$ cat src/rtl/rf_scan_pkg.sv
// rf_scan_pkg: shared widths and FSM state encoding for the register-file
// scan reader, also used by the register file and the debug unit.
package rf_scan_pkg;

    localparam int RF_ADDR_W = 5;
    localparam int RF_DATA_W = 32;

    typedef enum logic [1:0] {
        ST_IDLE = 2'd0,
        ST_READ = 2'd1,
        ST_SEND = 2'd2,
        ST_FIN  = 2'd3
    } state_e;

endpackage

$ cat src/rtl/rf_scan_reader_if.sv
// rf_scan_reader_if: register-file read port plus the (index, value) stream.
// master = scan reader side, slave = register file / debug unit side.
interface rf_scan_reader_if
    import rf_scan_pkg::*;
#(
    parameter int ADDR_W = RF_ADDR_W,
    parameter int DATA_W = RF_DATA_W
);

    logic [ADDR_W-1:0] ra;
    logic [DATA_W-1:0] rd;
    logic              out_valid;
    logic              out_ready;
    logic [ADDR_W-1:0] out_addr;
    logic [DATA_W-1:0] out_data;

    modport master (
        output ra, out_valid, out_addr, out_data,
        input  rd, out_ready
    );

    modport slave (
        input  ra, out_valid, out_addr, out_data,
        output rd, out_ready
    );

endinterface

$ cat src/rtl/rf_scan_reader.sv
// rf_scan_reader: sweeps the register file through its spare asynchronous
// read port and streams each (index, value) pair over valid/ready.
// Optional feature macro: RF_SCAN_CHECKSUM_EN adds a rotate/XOR checksum
// output chk over every accepted value of the scan.
module rf_scan_reader
    import rf_scan_pkg::*;
#(
    parameter int ADDR_W    = RF_ADDR_W,
    parameter int DATA_W    = RF_DATA_W,
    parameter int FIRST_REG = 0,
    parameter int LAST_REG  = 31
) (
    input  logic             clk,
    input  logic             rst,
    input  logic             start,
    input  logic             abort,
    rf_scan_reader_if.master bus,
    output logic             busy,
    output logic             done
`ifdef RF_SCAN_CHECKSUM_EN
    ,
    output logic [DATA_W-1:0] chk
`endif
);

    localparam logic [ADDR_W-1:0] FIRST_A = ADDR_W'(FIRST_REG);
    localparam logic [ADDR_W-1:0] LAST_A  = ADDR_W'(LAST_REG);

    state_e            state_q;
    logic [ADDR_W-1:0] idx_q;
    logic [ADDR_W-1:0] idx_d;
    logic [ADDR_W-1:0] addr_q;
    logic [DATA_W-1:0] data_q;
    logic              valid_q;
    logic              busy_q;
    logic              done_q;

    // next index of the sweep; only used while idx_q < LAST_A, so no wrap
    assign idx_d = idx_q + ADDR_W'(1);

`ifdef RF_SCAN_CHECKSUM_EN
    logic [DATA_W-1:0] chk_q;
    logic [DATA_W-1:0] chk_d;

    // fold of the pair being accepted: rotate left by one, then XOR
    assign chk_d = {chk_q[DATA_W-2:0], chk_q[DATA_W-1]} ^ data_q;
    assign chk   = chk_q;
`endif

    // scan FSM, index counter and capture registers; all outputs registered
    always_ff @(posedge clk or posedge rst) begin
        if (rst) begin
            state_q <= ST_IDLE;
            idx_q   <= FIRST_A;
            addr_q  <= '0;
            data_q  <= '0;
            valid_q <= 1'b0;
            busy_q  <= 1'b0;
            done_q  <= 1'b0;
`ifdef RF_SCAN_CHECKSUM_EN
            chk_q   <= '0;
`endif
        end else begin
            done_q <= 1'b0;
            case (state_q)
                ST_IDLE: begin
                    if (start) begin
                        idx_q   <= FIRST_A;
                        busy_q  <= 1'b1;
                        state_q <= ST_READ;
`ifdef RF_SCAN_CHECKSUM_EN
                        chk_q   <= '0;
`endif
                    end
                end
                ST_READ: begin
                    if (abort) begin
                        idx_q   <= FIRST_A;
                        busy_q  <= 1'b0;
                        state_q <= ST_IDLE;
                    end else begin
                        // ra is idx_q, so rd is this register's value now
                        addr_q  <= idx_q;
                        data_q  <= bus.rd;
                        valid_q <= 1'b1;
                        state_q <= ST_SEND;
                    end
                end
                ST_SEND: begin
                    if (abort) begin
                        // abort beats a same-cycle handshake; the pair is dropped
                        valid_q <= 1'b0;
                        idx_q   <= FIRST_A;
                        busy_q  <= 1'b0;
                        state_q <= ST_IDLE;
                    end else if (bus.out_ready) begin
                        valid_q <= 1'b0;
`ifdef RF_SCAN_CHECKSUM_EN
                        chk_q   <= chk_d;
`endif
                        if (idx_q < LAST_A) begin
                            idx_q   <= idx_d;
                            state_q <= ST_READ;
                        end else begin
                            done_q  <= 1'b1;
                            state_q <= ST_FIN;
                        end
                    end
                end
                ST_FIN: begin
                    idx_q   <= FIRST_A;
                    busy_q  <= 1'b0;
                    state_q <= ST_IDLE;
                end
                default: begin
                    idx_q   <= FIRST_A;
                    valid_q <= 1'b0;
                    busy_q  <= 1'b0;
                    state_q <= ST_IDLE;
                end
            endcase
        end
    end

    assign bus.ra       = idx_q;
    assign bus.out_valid = valid_q;
    assign bus.out_addr = addr_q;
    assign bus.out_data = data_q;
    assign busy         = busy_q;
    assign done         = done_q;

endmodule

$ cat src/flat_wrapper.sv
// flat-port wrapper written by rule: the top's interface ports become plain ports
module rf_scan_reader_flat import rf_scan_pkg::*;
#(
    parameter int ADDR_W    = RF_ADDR_W,
    parameter int DATA_W    = RF_DATA_W,
    parameter int FIRST_REG = 0,
    parameter int LAST_REG  = 31
)
  (clk, rst, start, abort, busy, done, bus_ra, bus_out_valid, bus_out_addr, bus_out_data, bus_rd, bus_out_ready);
  rf_scan_reader_if #(.ADDR_W(ADDR_W), .DATA_W(DATA_W)) bus_i ();
  input  logic clk;
  input  logic rst;
  input  logic start;
  input  logic abort;
  output logic busy;
  output logic done;
  output wire logic [$bits(bus_i.ra)-1:0] bus_ra;
  output wire logic [$bits(bus_i.out_valid)-1:0] bus_out_valid;
  output wire logic [$bits(bus_i.out_addr)-1:0] bus_out_addr;
  output wire logic [$bits(bus_i.out_data)-1:0] bus_out_data;
  input wire logic [$bits(bus_i.rd)-1:0] bus_rd;
  input wire logic [$bits(bus_i.out_ready)-1:0] bus_out_ready;
  assign bus_ra = bus_i.ra;
  assign bus_out_valid = bus_i.out_valid;
  assign bus_out_addr = bus_i.out_addr;
  assign bus_out_data = bus_i.out_data;
  assign bus_i.rd = bus_rd;
  assign bus_i.out_ready = bus_out_ready;
  rf_scan_reader #(.ADDR_W(ADDR_W), .DATA_W(DATA_W), .FIRST_REG(FIRST_REG), .LAST_REG(LAST_REG)) u_core (.clk(clk), .rst(rst), .start(start), .abort(abort), .bus(bus_i), .busy(busy), .done(done));
endmodule
$ cat config.mk
export PLATFORM = sky130hd
export DESIGN_NAME = rf_scan_reader_flat
export DESIGN_NICKNAME = d
export VERILOG_FILES = /design/src/rtl/rf_scan_pkg.sv /design/src/rtl/rf_scan_reader_if.sv /design/src/rtl/rf_scan_reader.sv /design/src/flat_wrapper.sv
export SDC_FILE = /design/constraint.sdc
export NUM_CORES = 1
export LEC_CHECK = 0
export CORE_ASPECT_RATIO = 0.6
export CORE_UTILIZATION = 40
export CTS_BUF_LIST = sky130_fd_sc_hd__clkbuf_4 sky130_fd_sc_hd__clkbuf_8
export DETAILED_ROUTE_END_ITERATION = 10
export GPL_ROUTABILITY_DRIVEN = 0
export HOLD_SLACK_MARGIN = 0.02
export PLACE_DENSITY = 0.79
export SLEW_MARGIN = 10
export SYNTH_ARGS = -nofsm -noshare
export SYNTH_HDL_FRONTEND = slang
export SYNTH_SLANG_ARGS = --single-unit
$ cat constraint.sdc
create_clock -name clk -period 1.85 [get_ports clk]
set_clock_uncertainty 0.15 [all_clocks]
set_input_delay 0.37 -clock clk [delete_from_list [all_inputs] [get_ports clk]]
set_output_delay 0.37 -clock clk [all_outputs]
set_load 0.005 [all_outputs]
==> results of run 1 <==
## timing repair
action / in CTS / in global routing
endpoints found under the setup margin: 1 / 13
buffers inserted: 0 / 1
resized for setup: 1 / 7
pin swaps: 0 / 1
hold buffers: 0 / 0
## cell usage in the layout (no fill, tap or decap), types with 2 or more instances in the layout
cell type / Yosys / routed
clkbuf_4: 0 / 2
dfrtp_1: 47 / 42
nand3_1: 3 / 3
ha_1: 5 / 4
inv_1: 8 / 7
mux2_2: 38 / 38
nor3_1: 2 / 2
nor2b_2: 1 / 2
buf_4: 3 / 11
clkdlybuf4s50_1: 0 / 81
nand2_1: 5 / 5
o21ai_0: 3 / 3
and3_1: 2 / 2
clkbuf_8: 0 / 5
a21oi_1: 6 / 6
dfrtp_2: 0 / 5
## cell type report
type                       count  share of cell area
multi-input combinational     80               0.244
inverter                       8             0.00985
sequential                    47               0.388
clock buffer                   7              0.0275
tap                           63              0.0259
timing repair buffer          94               0.303
clock inverter                 1             0.00164
## kinds of logic (layout without fill, tap and decap cells)
family	count (synthesis)	in the layout	synth area share
flip-flops	47	47	0.593
multiplexers	39	39	0.221
AO/OA/AOI/OAI	18	18	0.0681
AND/OR/NAND/NOR	18	18	0.0517
buffers and inverters	13	110	0.0347
adder cells (fa/ha/maj)	5	5	0.0315
## power breakdown
part           switching, uW  internal (uW)
Sequential               207           1440
Clock                    323            295
Combinational            660           1350
Total                   1190           3080
## per-layer routing
metal  global-route usage  routed length, um
met5                    0                  0
met4               0.0462                 40
met3               0.0854                484
met2                0.234               1620
met1                0.246               2120
## worst paths after layout
path,start,endpoint,slack [ns],cells past startpoint
min in group clk,u_core.bus.out_data[9],u_core.bus.out_data[9],0.36,1
max reg2reg,u_core.state_q[1],u_core.bus.out_data[5],0.06,5
max in group asynchronous,rst,u_core.bus.ra[2],0.99,3
min reg2reg,u_core.bus.out_data[9],u_core.bus.out_data[9],0.36,1
min,rst,u_core.bus.out_data[15],0.28,3
max,u_core.bus.ra[0],bus_ra[0],0.06,1
## synthesized netlist by cell type (all sizes together)
cell type | count | area [um^2]
nand2 | 5 | 18.8
o32ai | 1 | 8.76
a32o | 1 | 10.0
a21oi | 6 | 30.0
nor3 | 2 | 10.0
and3 | 2 | 12.5
a41oi | 1 | 8.76
mux2 | 38 | 428
nand3 | 3 | 15.0
o21ai | 3 | 15.0
nor2b | 3 | 28.8
dfrtp | 47 | 1180
nand2b | 1 | 6.26
a21boi | 1 | 11.3
a21o | 1 | 8.76
nor2 | 1 | 3.75
o31ai | 1 | 7.51
ha | 5 | 62.6
o2bb2ai | 1 | 8.76
a211oi | 1 | 20.0
inv | 8 | 30.0
buf | 5 | 38.8
mux2i | 1 | 10.0
a31oi | 1 | 6.26
or2b | 1 | 7.51
## through the flow
| stage | setup WS, ns | hold slack (ns) | cells | TNS [ns] |
|---|---|---|---|---|
| 2_1_floorplan | 0.0861 | 0.321 | 140 | 0 |
| 3_3_place_gp | -0.100 | 0.339 | 291 | -2.78 |
| 3_5_place_dp | -0.111 | 0.344 | 291 | -3.50 |
| 4_1_cts | 0.00409 | 0.280 | 299 | 0 |
| 5_1_grt | -0.00666 | 0.316 | 300 | -0.00666 |
| 6_report | 0.0584 | 0.277 | 300 | 0 |
## state kept, by name, indices dropped and copies added, names as in the netlist
name                  cells
u_core.bus.out_valid      1
u_core.bus.out_addr       5
u_core.bus.ra             5
u_core.bus.out_data      32
u_core.busy               1
u_core.done               1
u_core.state_q            2
==> summary.md, run 1 <==
| Metric | Value |
|---|---|
| First-pass GRT wire length | 6790 um |
| CP endpoint kind | primary output |
| Total Power | 4270 uW |
| Area grow syn2layout | 53.7% |
| Die ar. | 5250 um^2 |
| Yosys reg bits | 47 |
| Register Area | 1180 um^2 |
| Worst-skew pair later-pin latency | 0.29 ns |
| Total iterations of the first detailed-routing run | 4 |
| GRT Residual Overflow | 0 |
| Final period util | 0.968 |
| Vias per std cell | 4.75 |
| CTS tree | yes |
| Crit path DAT | 1.27 ns |
| Buffers on Ports | 81 |
| Largest stage delay on the critical path | 0.53 ns |
| Leak Pwr | 0.00127 uW |
| Nets | 278 |
| Post-DRT Antenna Nets | 0 |
| Clock transition at the registers of the reported paths | 0.08 ns |
| Final hold violation count | 0 |
| DIE HEIGHT | 56.5 um |
| Crit Path Class | register to primary output |
| Max Fanout on Critical Path | 7 |
| Critical path launch point type | register |
| Fin util | 0.654 |
| Initial antenna violation count | 0 |
| Fill cells | 393 |
| Number of max-cap violations | 0 |
| Total GRT Usage | 0.173 |
| Largest delay contributor family on the critical path | buffers and inverters |
| Max frequency | 558 MHz |
| Min Clock Period, post-route | 1.79 ns |
| PwrDens | 1400 nW/um^2 |
| Fraction of layout cells with a size suffix above 1 | 0.304 |
| Worst-path cell chain | clkdlybuf4s50_1 |
| Status | finished, final reports clean |
| Critical Path RT | 1.33 ns |
| H-tree Lvls | 2 |
| Synth cell types | 29 |
| Slew of the pin with the lowest slew margin | 0.315 ns |
| Mapped Cells | 140 |
| Max VDD drop | 0.792 mV |
| Die Width | 92.9 um |
| Pin count of the biggest net entering global routing | 26 |
| Max-slew violations | 0 |
| Row Count | 19 |
| CTS buffer count | 5 |
| I/O Pins | 82 |
| Final setup viols | 0 |
| Initial DRC Count | 39 |
| Deepest clock path buffer count | 2 |
| YS warnings | 0 |
| CTS root buffer | clkbuf_8 |
| # clock sinks | 47 |
| Placement Cell Area | 2940 um^2 |
| Critical path's slowest cell | clkdlybuf4s50_1 |
| Design Area, Final | 3050 um^2 |
| Post-synthesis cell area | 1980 um^2 |
| Syn Nets | 182 |
| Core region area | 4660 um^2 |
| Vias in the first global route | 1459 |
| Avg Inst Size Synth | 14.2 um^2 |
| WL final | 4260 um |
| Register area share after synthesis | 0.593 |
| Hpwl dp | 3190 um |
| Slew margin rel. | 0.790 |
| Hold Crit Class | input port to asynchronous set/reset pin |
| Total number of vias | 1425 |
| CP bufs+invs | 1 |
| Footprint of the multi-input gates | 743 um^2 |
| Wire per inst | 14.2 um |
| DRC | 0 |
| Initial Util | 0.426 |
| Ant diodes | 0 |
No activity file was read; power rests on OpenSTA's default activity.
==> run 2: changes to the inputs <==
--- a/config.mk
+++ b/config.mk
@@ -12,7 +12,8 @@
 export GPL_ROUTABILITY_DRIVEN = 0
 export HOLD_SLACK_MARGIN = 0.02
 export PLACE_DENSITY = 0.79
-export SLEW_MARGIN = 10
+export SETUP_SLACK_MARGIN = 0.1
+export SLEW_MARGIN = 20
 export SYNTH_ARGS = -nofsm -noshare
 export SYNTH_HDL_FRONTEND = slang
 export SYNTH_SLANG_ARGS = --single-unit
==> run 2 against run 1 <==
Global-route usage grew 1.7 points. Routed wire length grew 11%. Worst setup slack gained 0.039 ns. Critical path type is now register to register. Largest power group unchanged.
==> summary.md, run 2 (same netlist as run 1, synthesis figures left out) <==
| Metric | Value |
|---|---|
| Inst Count DP | 285 |
| Total iterations of the first detailed-routing run | 4 |
| RSZ-0062 raised after global routing | yes |
| Die Width | 92.9 um |
| Placement Cell Area | 2900 um^2 |
| Max-slew violations | 0 |
| Max reg flops | 32 |
| Vias per std cell | 4.84 |
| Initial Util | 0.426 |
| Pint | 3320 uW |
| Fraction of layout cells with a size suffix above 1 | 0.347 |
| Place WS | -0.174 ns |
| DIE HEIGHT | 56.5 um |
| Row Count | 19 |
| CTS tree | yes |
| Number of max-cap violations | 0 |
| Slew of the pin with the lowest slew margin | 0.430 ns |
| DRC | 0 |
| Setup ws final | 0.0969 ns |
| Footprint of the multi-input gates | 798 um^2 |
| Area grow syn2layout | 64.1% |
| Clock transition at the registers of the reported paths | 0.08 ns |
| Top routing layer used | met4 |
| Max frequency | 570 MHz |
| Crit Path Class | register to register |
| Fill cells | 354 |
| Clock power share | 0.134 |
| CP endpoint kind | register |
| Final hold violation count | 0 |
| Core region area | 4660 um^2 |
| PwrDens | 1410 nW/um^2 |
| Total number of vias | 1492 |
| Switching power | 1280 uW |
| Critical Path RT | 1.87 ns |
| Initial antenna violation count | 0 |
| Commonest non-fill, non-tap cell in the layout | clkdlybuf4s50_1 |
| Min Clock Period, post-route | 1.75 ns |
| Hold Crit Class | input port to asynchronous set/reset pin |
| Routed met2 length | 1970 um |
| Max Fanout on Critical Path | 4 |
| Ant diodes | 0 |
| # clock sinks | 47 |
| Status | finished, final reports clean |
| DR WL met3 | 438 um |
| Sw frac | 0.279 |
| Register Area | 1180 um^2 |
| Final period util | 0.948 |
| Nets | 287 |
| Worst-skew pair later-pin latency | 0.29 ns |
| First-pass GRT wire length | 7380 um |
| Final setup viols | 0 |
| Total GRT Usage | 0.190 |
| Post-DRT Antenna Nets | 0 |
| Comb power frac | 0.506 |
| Critical path launch point type | register |
| CTS buffer count | 5 |
| Buffers on Ports | 81 |
| Fin util | 0.698 |
| M1 WL | 2270 um |
| Max VDD drop | 0.799 mV |
| Die ar. | 5250 um^2 |
| Hold buffer count at CTS | 0 |
| Seq pwr share | 0.360 |
| Crit path DAT | 1.77 ns |
| WL final | 4740 um |
| Hpwl dp | 3190 um |
| Initial DRC Count | 24 |
| Setup TNS | 0 ns |
| Design Area, Final | 3250 um^2 |
| I/O Pins | 82 |
| Leak Pwr | 0.00139 uW |
| GRT Residual Overflow | 0 |
| Deepest clock path buffer count | 2 |
| Layout Cells excl Fill | 308 |
| H-tree Lvls | 2 |
| Vias in the first global route | 1471 |
| CTS root buffer | clkbuf_8 |
| Wire per inst | 15.4 um |
| Slew margin rel. | 0.712 |
| Pin count of the biggest net entering global routing | 28 |
| Most frequent cells in the layout | clkdlybuf4s50_1, dfrtp_1, mux2_2 |
-- run 2: cell types whose count changed in the layout (fill, tap and decap cells not counted), sizes merged --
cell,before,now
clkdlybuf4s50,81,78
dlymetal6s2s,0,2
clkbuf,7,8
buf,13,20
dlygate4sd2,0,1
-- run 2: repair_timing --
action / CTS / global route
cloned: 1 / 3
pin swaps: 2 / 3
gates resized for setup: 11 / 13
buffers inserted: 10 / 2
endpoints found under the setup margin: 46 / 29
-- run 2: worst paths after layout --
path | from | to | slack [ns] | depth (start not counted)
worst min-delay path | rst | u_core.bus.out_data[14] | 0.27 | 3
max in group asynchronous | rst | u_core.bus.ra[2] | 0.95 | 3
worst max register to register | u_core.state_q[1] | u_core.bus.ra[1] | 0.1 | 7
worst min register to register | u_core.bus.out_data[11] | u_core.bus.out_data[11] | 0.36 | 1
min in group clk | u_core.bus.out_data[11] | u_core.bus.out_data[11] | 0.36 | 1
worst max-delay path | u_core.state_q[1] | u_core.bus.ra[1] | 0.1 | 7
-- run 2: area by class of cell --
class                           instances  area share
Sequential cell                        47       0.363
Inverter                                8     0.00923
Clock inverter                          1     0.00154
Multi-Input combinational cell         80       0.245
Clock buffer                            6      0.0254
Timing Repair Buffer                  103       0.332
Tap cell                               63      0.0242
-- run 2: per-layer routing --
layer,GRT usage,vias up
met4,0.0681,0
met1,0.267,725
li1,-,703
met3,0.0745,6
met2,0.266,58
met5,0,-
-- run 2: per-stage QoR --
step | hold WS, ns | power [uW]
finish | 0.271 | 4600
global route | 0.300 | 4890
detailed placement | 0.345 | 3620
global placement | 0.339 | 3570
CTS | 0.269 | 4430
floorplan | 0.321 | 2540
-- run 2: power groups by stage --
stage / Clock [uW] / Combinational (uW) / Sequential (uW)
6_report: 618 / 2330 / 1650
5_1_grt: 681 / 2490 / 1720
4_1_cts: 635 / 2140 / 1660
3_5_place_dp: 0 / 1950 / 1670
3_3_place_gp: 0 / 1920 / 1660
2_1_floorplan: 0 / 857 / 1680
-- run 2: worst max-delay path: stages, from the launching register on --
cell,delay [ns]
dfrtp_1,0.37
inv_2,0.07
ha_4,0.16
nor2b_4,0.14
buf_6,0.13
a211oi_4,0.27
a21boi_2,0.24
o32ai_2,0.10
==> run 3: changes to the inputs <==
--- a/config.mk
+++ b/config.mk
@@ -5,14 +5,16 @@
 export SDC_FILE = /design/constraint.sdc
 export NUM_CORES = 1
 export LEC_CHECK = 0
+export ABC_AREA = 1
 export CORE_ASPECT_RATIO = 0.6
 export CORE_UTILIZATION = 40
 export CTS_BUF_LIST = sky130_fd_sc_hd__clkbuf_4 sky130_fd_sc_hd__clkbuf_8
 export DETAILED_ROUTE_END_ITERATION = 10
 export GPL_ROUTABILITY_DRIVEN = 0
 export HOLD_SLACK_MARGIN = 0.02
-export PLACE_DENSITY = 0.79
+export PLACE_DENSITY = 0.78
 export SETUP_SLACK_MARGIN = 0.1
+export SKIP_CTS_REPAIR_TIMING = 1
 export SLEW_MARGIN = 20
 export SYNTH_ARGS = -nofsm -noshare
 export SYNTH_HDL_FRONTEND = slang
==> run 3 against run 2 <==
Clock power up 24%. Sequential power about the same. Worst setup slack worse by 0.011 ns. Cell area down 3.9%. Highest routed layer unchanged. Core utilization down 3.4 points. Critical endpoint is now bus_ra[0]. Clock-buffer cell count down 1. Maximum frequency down 0.65%. Die area up 1.9%. Global-route usage up 0.074 points. Routed wire length up 1.2%. First-iteration DRC count rose to 3.8 times the previous value. Total power down 11%.
==> summary.md, run 3 <==
| Metric | Value |
|---|---|
| Max VDD drop | 0.650 mV |
| Initial DRC Count | 92 |
| CP endpoint kind | primary output |
| Vias per std cell | 4.54 |
| Setup ws final | 0.0855 ns |
| Final setup viols | 0 |
| Slew of the pin with the lowest slew margin | 0.381 ns |
| Row Count | 19 |
| RSZ-0062 raised after global routing | yes |
| Area contributors post-synth | dfrtp_1, nand2_1, ha_1 |
| Status | finished, final reports clean |
| Hpwl dp | 3370 um |
| Max Fanout on Critical Path | 7 |
| Final hold violation count | 0 |
| Nets | 373 |
| Fin util | 0.665 |
| DRC | 0 |
| Buffers on Ports | 81 |
| Most common cell in the synthesized netlist | nand2_1 |
| # clock sinks | 47 |
| Total Power | 4110 uW |
| CTS root buffer | clkbuf_8 |
| Clock transition at the registers of the reported paths | 0.09 ns |
| Mapped Cells | 239 |
| Initial Util | 0.430 |
| YS warnings | 0 |
| Post-DRT Antenna Nets | 0 |
| Synth cell types | 22 |
| Total GRT Usage | 0.191 |
| Fraction of registers with async set/reset | 1.00 |
| Hold Crit Class | input port to asynchronous set/reset pin |
| Largest delay contributor family on the critical path | buffers and inverters |
| Die ar. | 5350 um^2 |
| Total number of vias | 1793 |
| Most frequent cells in the layout | nand2_1, clkdlybuf4s50_1, dfrtp_1 |
| First-pass GRT wire length | 7910 um |
| Die Width | 93.8 um |
| Cell taking the most area after synthesis | dfrtp_1 |
| Main synth FF type | dfrtp_1 |
| Largest stage delay on the critical path | 0.52 ns |
| Total iterations of the first detailed-routing run | 4 |
| DIE HEIGHT | 57.1 um |
| CTS buffer count | 5 |
| I/O Pins | 82 |
| CTS tree | yes |
| Commonest non-fill, non-tap cell in the layout | nand2_1 |
| Post-synthesis cell area | 2020 um^2 |
| H-tree Lvls | 2 |
| Avg Inst Size Synth | 8.46 um^2 |
| Synth top area share | 0.582 |
| Register area share after synthesis | 0.582 |
| Critical path launch point type | register |
| Design Area, Final | 3130 um^2 |
| Initial antenna violation count | 0 |
| Crit path DAT | 1.24 ns |
| Max frequency | 567 MHz |
| Max-slew violations | 0 |
| Place WS | -0.0450 ns |
| WL final | 4800 um |
| Slew margin rel. | 0.745 |
| Crit Path Class | register to primary output |
| Ant diodes | 0 |
| Placement Cell Area | 2940 um^2 |
| Worst-skew pair later-pin latency | 0.29 ns |
| Area grow syn2layout | 54.7% |
| Core region area | 4710 um^2 |
| Wire per inst | 12.1 um |
| Vias in the first global route | 1696 |
| Yosys reg bits | 47 |
| GRT Residual Overflow | 0 |
| Final period util | 0.954 |
| PwrDens | 1320 nW/um^2 |
| CP bufs+invs | 1 |
| Worst-path cell chain | clkdlybuf4s50_1 |
| Post-synth EDFFs | 0 |
| Critical path's slowest cell | clkdlybuf4s50_1 |
| Synth cell count leaders | nand2_1, dfrtp_1, inv_1, nor2_1, buf_2 |
| Number of max-cap violations | 0 |
| Fraction of layout cells with a size suffix above 1 | 0.111 |
| Leak Pwr | 0.00168 uW |
| Syn Nets | 281 |
| Min Clock Period, post-route | 1.76 ns |
| Critical Path RT | 1.33 ns |
| Pin count of the biggest net entering global routing | 36 |
| Max reg flops | 32 |
| Deepest clock path buffer count | 2 |
-- run 3: cell count changes after synthesis, sizes merged, moves of 2 or more --
cell   delta
inv       +6
buf       +2
nor2b     -3
nand2   +132
a21oi     -2
nor2     +13
nor3      -2
mux2     -38
and3      -2
-- run 3: worst paths after layout --
kind / startpoint / cells past startpoint / to / slack, ns
max in group asynchronous: rst / 3 / u_core.state_q[0] / 0.91
worst min register to register: u_core.bus.out_data[8] / 2 / u_core.bus.out_data[8] / 0.34
worst max-delay path: u_core.bus.ra[0] / 1 / bus_ra[0] / 0.09
worst max register to register: u_core.state_q[0] / 9 / u_core.bus.ra[4] / 0.21
worst min-delay path: rst / 2 / u_core.bus.out_data[26] / 0.21
min in group clk: u_core.bus.out_data[8] / 2 / u_core.bus.out_data[8] / 0.34
-- run 3: routing by layer --
layer	global-route usage	up-vias	wire length [um]
met3	0.0573	2	388
met2	0.306	58	2110
met5	0	-	0
met4	0.0396	0	9
met1	0.260	828	2290
li1	-	905	-
-- run 3: final cells by class --
class / count / area (um^2)
clock inverter: 3 / 46.3
timing repair buffer: 92 / 941
tap: 63 / 78.8
multi-input combinational: 170 / 754
clock buffer: 5 / 68.8
inverter: 15 / 58.8
sequential: 47 / 1180
fill: 397 / 1580
-- run 3: through the flow --
step	std cells	setup TNS, ns	hold slack, ns
after floorplan	239	0	0.322
after global placement	381	0	0.312
after detailed placement	381	-0.626	0.314
after CTS	389	0	0.215
after global routing	395	0	0.211
final	395	0	0.208
-- run 3: cells by family (layout without fill, tap and decap cells) --
| family | Yosys count | after routing | synth area share |
|---|---|---|---|
| xor+xnor | 1 | 1 | 0.00433 |
| buf+inv | 22 | 115 | 0.0464 |
| fa+ha+maj | 5 | 5 | 0.0309 |
| compound gates | 8 | 8 | 0.0223 |
| simple gates | 156 | 156 | 0.314 |
| flops | 47 | 47 | 0.582 |
-- run 3: report_power, final --
part           internal, uW  switching [uW]
Clock                   407             358
Combinational           960             765
Sequential             1410             213
